`src/rtl/fir_coeff_loader.sv`:
```
// Runtime coefficient loader for the 8-tap FIR: buffers a framed coefficient stream in a
// shadow bank and commits it atomically to the active bank on a FIR sample strobe.
module fir_coeff_loader #(
  parameter int N1 = 8,
  parameter int N2 = 8
) (
  input  logic            clk,
  input  logic            rst,
  input  logic            load_start,
  input  logic            coef_valid,
  output logic            coef_ready,
  input  logic [N2-1:0]   coef_data,
  input  logic            enable,
  output logic [N1*N2-1:0] coeff_bus,
  output logic            busy,
  output logic            commit_pulse,
  output logic            err_abort
);

  localparam int IW = (N1 > 1) ? $clog2(N1) : 1;
  localparam logic [IW-1:0] LAST_IDX = IW'(N1 - 1);

  typedef enum logic [1:0] {IDLE, LOAD, PEND} state_t;

  state_t        state, next_state;
  logic [IW-1:0] idx;
  logic [N2-1:0] shadow [N1];
  logic [N2-1:0] active [N1];
  logic          accept, restart, commit;

  always_comb begin
    next_state = state;
    accept     = 1'b0;
    restart    = 1'b0;
    commit     = 1'b0;
    case (state)
      IDLE: if (load_start) next_state = LOAD;
      LOAD: begin
        // A restart outranks a beat presented in the same cycle.
        if (load_start) restart = 1'b1;
        else if (coef_valid) begin
          accept = 1'b1;
          if (idx == LAST_IDX) next_state = PEND;
        end
      end
      PEND: begin
        // Commit wins over a simultaneous load_start.
        if (enable) begin
          commit     = 1'b1;
          next_state = IDLE;
        end else if (load_start) begin
          restart    = 1'b1;
          next_state = LOAD;
        end
      end
      default: next_state = IDLE;
    endcase
  end

  assign coef_ready = (state == LOAD);

  always_ff @(posedge clk) begin
    if (rst) begin
      state        <= IDLE;
      idx          <= '0;
      busy         <= 1'b0;
      commit_pulse <= 1'b0;
      err_abort    <= 1'b0;
      for (int k = 0; k < N1; k++) begin
        shadow[k] <= '0;
        active[k] <= (k == 0) ? N2'(1) : '0;
      end
    end else begin
      state        <= next_state;
      busy         <= (next_state != IDLE);
      commit_pulse <= commit;
      err_abort    <= restart;
      if (restart || state == IDLE) idx <= '0;
      if (accept) begin
        shadow[idx] <= coef_data;
        idx         <= (idx == LAST_IDX) ? '0 : idx + IW'(1);
      end
      if (restart && state == PEND) begin
        for (int k = 0; k < N1; k++) shadow[k] <= '0;
      end
      if (commit) begin
        for (int k = 0; k < N1; k++) active[k] <= shadow[k];
      end
    end
  end

  always_comb begin
    coeff_bus = '0;
    for (int k = 0; k < N1; k++) coeff_bus[k*N2 +: N2] = active[k];
  end

endmodule

```
`config.mk`:
```
export PLATFORM = sky130hd
export DESIGN_NAME = fir_coeff_loader
export DESIGN_NICKNAME = d
export VERILOG_FILES = /design/src/rtl/fir_coeff_loader.sv
export SDC_FILE = /design/constraint.sdc
export NUM_CORES = 1
export LEC_CHECK = 0
export ABC_AREA = 1
export BUFFER_PORTS_ARGS = -buffer_cell sky130_fd_sc_hd__clkbuf_2
export CORE_MARGIN = 1
export CORE_UTILIZATION = 35
export CTS_BUF_LIST = sky130_fd_sc_hd__clkbuf_4 sky130_fd_sc_hd__clkbuf_8 sky130_fd_sc_hd__clkbuf_16
export DETAILED_ROUTE_END_ITERATION = 12
export RECOVER_POWER = 25
export SKIP_LAST_GASP = 1
export SYNTH_ARGS = -nofsm -noshare
export SYNTH_HDL_FRONTEND = slang
export SYNTH_SLANG_ARGS = --single-unit
```
`constraint.sdc`:
```
create_clock -name clk -period 13.68 [get_ports clk]
set_input_delay 2.052 -clock clk [delete_from_list [all_inputs] [get_ports clk]]
set_output_delay 2.052 -clock clk [all_outputs]
set_load 0.005 [all_outputs]
```
==> After elaboration in Yosys (flattened, before gate mapping) <==
Memory sizes are Yosys's and may differ from the RTL's.
Cells that the tools add are included.
{ "word_totals": {"elab_cells": 80, "ramBits": 128, "mem_count": 2, "output_inout_bits": 68, "reg_bits": 8, "inputBits": 13} }
{ "op_classes": {"n_eq_ne": 3, "addsub": 1, "reduce_logical": 6, "bitwise_logic": 16, "n_mux": 47} }
{ "memory_table": {"columns": ["memory", "depth", "width", "rd", "rd_ports_with_merged_regs", "wr", "line_no", "rtl"], "rows": [
  ["active", 8, 8, 8, 0, 8, "28", "logic [N2-1:0] active [N1];"],
  ["shadow", 8, 8, 8, 0, 8, "27", "logic [N2-1:0] shadow [N1];"]
]} }
{ "ops": {"columns": ["cell", "count"], "rows": [
  ["two-way mux 8 bit", 17],
  ["two-way mux 1 bit", 19],
  ["OR 1 bit", 16],
  ["two-way mux 3 bit", 4],
  ["two-way mux 2 bit", 5],
  ["OR reduction 8 bit", 1],
  ["one-hot mux 2 bit (3 select lines)", 1],
  ["nonzero test 2 bit", 2],
  ["adder 3 x 1 -> 3 bit (second input constant)", 1],
  ["equality test 3 bit (second input constant)", 1],
  ["equality test 2 x 1 -> 1 bit (second input constant)", 1],
  ["equality test 2 bit (second input constant)", 1],
  ["logical NOT 2 bit", 1],
  ["one-hot mux 1 bit (2 select lines)", 1],
  ["logical AND 1 bit", 1],
  ["logical OR 1 bit", 1]
]} }

==> Depth between registers and ports, before layout <==
Gate-level depths: netlist of run 1.
{ "logic_depth": {"depth_word": 9, "mapped_depth": 8, "ltp_nobuf": 8} }

==> Least setup slack after synthesis of run 1 <==
Ideal clock, no wire load.
{ "synth_timing": {"path_kind": "in2reg", "from": "in enable", "to": "mem active[0][0] (enable)", "setup_ns": 0.574, "n_path_buf": 0, "arrival_time_ns": 6.633, "stages": 2, "setup_slack_ns": 6.473, "required_ns": 13.106, "path_cell_list": "inv_1 -> o21ai_0"} }
{ "synth_rtl": {"columns": ["item", "line_no", "rtl"], "rows": [
  ["from (decl)", "13", "input logic enable,"],
  ["to (decl)", "28", null]
]} }

==> summary.txt, run 1 <==
Fraction of layout instances using a drive strength above 1 - 21.10%
Cts bufs inserted - 17
Most frequent cells in the layout - nor2_1 (135), edfxtp_1 (128), inv_1 (87), clkbuf_2 (78), nand2_1 (24)
Vias in the first global route - 3087
Final Hold Fails - 0
DP HPWL - 6.376 mm
Largest net degree at the start of global routing - 49
Fin. max-slew vios - 0
Gpl congestion - 0.6999
Final setup violation count - 0
Synthesized area - 5229 µm²
Fillers - 1391
Fmax - 257.7 MHz
Vias - 3066
Total power - 0.9346 mW
Largest family of logic cells by synthesized area - simple AND/OR/NAND/NOR gates
Critical path's top delay family - buffers and inverters
Final setup TNS - 0 ns
Cells after synthesis - 421
Clock Tree Buf Depth - 2
Layout area overhead - 21.20%
Critical Path, Cell by Cell - clkbuf_1 > inv_1 > o21ai_4 > buf_4
RSZ-0062 raised after global routing - no
# diodes - 0
CORE AREA - 14530 µm²
Nets - 532
Critical-path top delay cell - clkbuf_1
GRT Total Usage - 13.27%
Post-synthesis compound-gate area fraction - 0.9093%
Critical Path Stages - 4
WL per Instance - 13.39 µm
Most common cell after layout, fill and taps aside - nor2_1
Simple-gate portion of the synthesized area - 13.78%
Critical R2R Launch - state[1]
CTS tree - yes
Hold buffer count at CTS - 0
Area of the multi-input gates - 802.0 µm²
Router iterations before antenna repair - 4
Total setup buffers inserted after CTS - 0
Crit path DAT - 3.95 ns
Die area - 15430 µm²
Clk Latency, worst-skew pair - 0.41 ns
Max cap viols - 0
Reg2reg end - shadow[4][2]
Required time of the critical path - 13.75 ns
Worst-path clk slew - 0.06 ns
Fin crit share - 28.37%
Mux cell area share after synthesis - 0%
Adder-cell share of the synthesized area - 1.436%
# IOs - 81
Crit path launch type - input pin
Crit-path max cell delay - 0.66 ns
Xor-xnor portion of the synthesized cell area - 0%
Critical Path Sink Type - flop
Clock sink total - 136
Power Dens Cells - 147.5 nW/µm²
Maximum VDD drop - 0.06890 mV
CP bufs+invs - 3
Starting Density - 35.98%
Setup crit end - active[0][30]
HP Class - reg -> reg
First-pass GRT wire length - 15.37 mm
Least-Margin Pin Slew - 0.9997 ns
Sequential share of the synthesized area - 76.57%
# DRC - 0
Synthesized area per cell - 12.42 µm²
Hold depth - 2
R2R Setup Slk - 11.21 ns
Reg2reg path depth - 6
Routed Antenna Nets - 0
Die width - 124.2 µm
P_leak - 2.763 nW
Clock Tree Root - clkbuf_16
Die H - 124.2 µm
Mapped Nets - 440
H-tree depth - 4
Final wirelength - 9.510 mm
Sequential cell area - 4004 µm²
Status - finished clean
Global route overflow - 0
CP Launch Point - rst
Total number of yosys warnings - 0
Port Buffers - 80
Clock skew - 0.007260 ns
Yosys cell types - 18
Post_cts resized - 0
Minimum clock period - 3.881 ns
Critical path fanouts, max - 33
Slew HR - 33.10%
Via density - 4.318
Std-Cell Rows - 44
#FFs+latches synth - 136
CP Class - in -> reg
Initial antenna violation count - 0
Drt initial violations - 187
cell usage after synthesis:
cell type,number,area [µm²]
buf_2,2,10.01
ha_1,6,75.07
buf_6,2,22.52
a21oi_1,3,15.01
nor3_2,1,10.01
or2_1,1,6.260
edfxtp_1,128,3844
o21ai_0,5,25.02
nand3_1,4,20.02
clkbuf_1,4,15.01
nand3_2,8,80.08
nor2_4,1,11.26
nand2_1,24,90.09
inv_2,2,7.510
nor2_1,134,503.0
o21bai_1,1,7.510
inv_1,87,326.6
dfxtp_1,8,160.2
cell type report:
type                       count  share of cell area (%)
inverter                      89                   5.271
sequential                   136                   63.18
clock inverter                15                   2.152
timing repair buffer          81                   6.397
clock buffer                  17                   6.713
multi-input combinational    188                   12.66
tap                          184                   3.633
report_power, final:
group	switching [mW]	total (mW)	internal, mW
Clock	0.163	0.427	0.264
Combinational	0.0232	0.0329	0.00973
Sequential	0.00502	0.474	0.469
Total	0.191	0.935	0.743
how the worst min path moves through the flow:
stage	from	endpoint	slack (ns)
2_1_floorplan	shadow[0][0]	active[0][0]	0.48
3_3_place_gp	shadow[6][1]	active[1][17]	0.51
3_5_place_dp	shadow[0][0]	active[0][0]	0.52
4_1_cts	shadow[6][3]	active[1][19]	0.53
5_1_grt	shadow[0][0]	active[0][0]	0.56
6_report	shadow[6][3]	active[1][19]	0.53
kinds of logic (layout without fill, tap and decap cells):
kind of cell / after synthesis / in the layout
flip-flops: 136 / 136
AO/OA/AOI/OAI: 9 / 9
buffers and inverters: 97 / 202
adder cells (fa/ha/maj): 6 / 6
AND/OR/NAND/NOR: 173 / 173
registers in the layout (all words and copies together), names as in the netlist:
signal / cells
shadow: 64
err_abort: 1
idx: 3
state: 2
active: 64
busy: 1
commit_pulse: 1
per-stage QoR:
stage               setup WS, ns  util [%]  cells  hold WS [ns]  area, µm²
finish                     9.799     43.60    710        0.5284       6337
global route               9.619     43.60    710        0.5600       6337
CTS                        10.12     43.98    710        0.5309       6392
detailed placement         9.675     40.12    678        0.5182       5831
global placement           9.760     40.12    678        0.5087       5831
floorplan                  6.473         -    421        0.4761       5229
worst register-to-register path, cell delays in order (launching register included):
cell	delay [ns]
dfxtp_1	0.34
inv_1	0.11
ha_1	0.24
nand3_1	0.16
nor2_1	0.45
nand3_1	0.42
nand2_1	0.41
metal layers:
layer | GRT usage [%] | routed length [µm] | vias up
met4 | 6.875 | 252 | 0
met1 | 16.13 | 4230 | 1434
met3 | 4.914 | 569 | 17
met2 | 20.57 | 4457 | 89
li1 | - | - | 1526
met5 | 0 | 0 | -
Note: power is estimated with default switching activity, not from simulation.
==> run 2, diff against run 1 <==
ABC_AREA = 0   (was 1)
clock period = 3.4 ns   (was 13.68 ns; I/O delays follow)
==> summary.txt, run 2 <==
Synthesized area per cell - 15.34 µm²
Post-synth EDFFs - 128
CP Class - reg -> reg
Clock Tree Root - clkbuf_16
RSZ-0062 raised after global routing - no
Largest area contributor in the netlist - edfxtp_1
Worst hold endpoint - shadow[6][4]
Sw Ratio - 18.51%
WL per Instance - 15.39 µm
Clock sink total - 136
Cts bufs inserted - 17
Critical path's top delay family - compound AO/OA/AOI/OAI gates
Max cap viols - 0
Final Cell Area - 6559 µm²
Worst min-delay path startpoint - coef_data[4]
Critical path fanouts, max - 10
Hold buffer count at CTS - 0
Area of the multi-input gates - 1209 µm²
Top flop regs - active x64, shadow x64, idx x3
Clock Power Share - 50.9%
Gpl congestion - 0.7906
Most used standard cell by instance count after synthesis - edfxtp_1
CORE AREA - 14640 µm²
Seq pwr share - 45.9%
Total power - 4.153 mW
Met2 WL post-DR - 4.679 mm
Final Hold Fails - 0
Initial antenna violation count - 0
Critical Path Sink Type - flop
CP bufs+invs - 0
Port Buffers - 80
Total setup buffers inserted after CTS - 0
Placed cell areas - 5908 µm²
Worst hold margin - 0.4652 ns
Post-synth top flop - edfxtp_1
Via density - 4.497
Fin. max-slew vios - 0
Fin crit share - 69.82%
Clock skew - 0.01437 ns
Std-Cell Rows - 44
Internal power - 3.384 mW
Critical R2R Launch - state[0]
Mapped Nets - 365
Reg2reg path depth - 4
Die area - 15660 µm²
Cells after synthesis - 346
Drt initial violations - 159
Total number of yosys warnings - 0
Reg2reg end - shadow[1][4]
Fmax - 421.3 MHz
Die H - 125.1 µm
Nets - 454
Finished Core Util - 44.79%
Minimum clock period - 2.374 ns
WL met1 - 4.482 mm
Highest metal used - met4
# diodes - 0
Fillers - 1347
GRT Total Usage - 13.26%
Hold depth - 2
R2R Setup Slk - 1.03 ns
Post_cts resized - 0
Routed Antenna Nets - 0
Clock Tree Buf Depth - 2
Yosys top cell area share - 72.42%
Vias - 2842
Least-Margin Pin Slew - 1.270 ns
Layout area overhead - 23.57%
Synthesized area - 5308 µm²
Final setup violation count - 0
CTS tree - yes
Maximum VDD drop - 0.3236 mV
Final wirelength - 9.725 mm
Sequential share of the synthesized area - 75.44%
Largest net degree at the start of global routing - 51
Crit-path max cell delay - 0.57 ns
DP HPWL - 6.688 mm
HP Class - in -> reg
Power Dens Cells - 633.1 nW/µm²
# IOs - 81
Yosys cell types - 38
H-tree depth - 4
Met3 WL - 365 µm
Most common cell after layout, fill and taps aside - edfxtp_1
Clk Latency, worst-skew pair - 0.41 ns
Slew HR - 15.34%
Async set-reset flop share out of synthesis - 0%
Switching pwr - 0.7686 mW
# DRC - 0
Final setup TNS - 0 ns
Starting Density - 36.24%
Most frequent cells in the layout - edfxtp_1 (128), and2_1 (79), clkbuf_2 (53), nor2_1 (33), clkbuf_1 (27)
Required time of the critical path - 3.44 ns
Critical Path, Cell by Cell - ha_1 > nand3b_4 > or2_2 > o21ai_1
Crit path DAT - 2.42 ns
Leading cell types by count after synthesis - edfxtp_1 (128), and2_1 (79), nor2_1 (34)
Die width - 125.1 µm
#FFs+latches synth - 136
Status - finished clean
Router iterations before antenna repair - 6
Sequential cell area - 4004 µm²
Global route overflow - 0
P_leak - 2.495 nW
Comb power frac - 3.3%
First-pass GRT wire length - 15.37 mm
Critical-path top delay cell - o21ai_1
Worst-path clk slew - 0.06 ns
Crit path launch type - flop
Fraction of layout instances using a drive strength above 1 - 22.77%
Ranking of synthesized cells by area - edfxtp_1 (72%), and2_1 (9.3%), dfxtp_1 (3.0%), nor2_1 (2.4%), nor2b_1 (2.0%)
Vias in the first global route - 2848
## run 2: cell count changes after synthesis, sizes merged, moves of 5 or more
cell / before / now
and2: 0 / 79
buf: 4 / 9
inv: 89 / 4
nand2: 24 / 9
nand3: 12 / 0
nand3b: 0 / 6
nor2: 135 / 38
nor2b: 0 / 17
o21ai: 5 / 11
## run 2: cell type report
cell class | instances | share of cell area [%]
Clock buffer | 18 | 6.601
Multi-Input combinational cell | 191 | 18.43
Timing Repair Buffer | 85 | 6.353
Inverter | 4 | 0.2289
Tap cell | 184 | 3.510
Sequential cell | 136 | 61.05
Clock inverter | 14 | 3.834
## run 2: cell families (layout without fill, tap and decap cells)
kind of cell / Yosys count / count (layout) / synth area share (%)
AO/OA/AOI/OAI: 23 / 23 / 2.876
adder cells (fa/ha/maj): 6 / 6 / 1.414
buffers and inverters: 19 / 121 / 1.886
flip-flops: 136 / 136 / 75.44
AND/OR/NAND/NOR: 162 / 162 / 18.39
## run 2: power groups by stage
stage / clock network [mW] / logic [mW] / registers [mW]
final: 2.11 / 0.135 / 1.91
after global routing: 2.22 / 0.149 / 1.91
after CTS: 2.15 / 0.141 / 1.91
after detailed placement: 0 / 0.140 / 1.94
after global placement: 0 / 0.136 / 1.94
after floorplan: 0 / 0.0677 / 1.94
## run 2: how the worst max path moves through the flow
stage,cells after the start,startpoint,to
2_1_floorplan,2,rst,active[0][0]
3_3_place_gp,3,rst,shadow[5][3]
3_5_place_dp,3,rst,shadow[5][6]
4_1_cts,4,state[0],shadow[1][4]
5_1_grt,3,rst,shadow[5][6]
6_report,4,state[0],shadow[1][4]
## run 2: stage by stage
| step | setup WS (ns) | std cells |
|---|---|---|
| floorplan | 0.5852 | 346 |
| global placement | 0.9306 | 600 |
| detailed placement | 0.8204 | 600 |
| CTS | 1.050 | 632 |
| global route | 0.8641 | 632 |
| finish | 1.026 | 632 |
## run 2: layer usage
layer  GRT usage [%]  vias to the layer above
met2           20.80                       63
met3           3.808                       17
met4           7.102                        0
met5               0                        -
met1           16.67                     1357
li1                -                     1405
## run 2: worst reg2reg max path, stage by stage, from the launching register on
cell	delay, ns
dfxtp_1	0.45
ha_1	0.48
nand3b_4	0.16
or2_2	0.34
o21ai_1	0.57
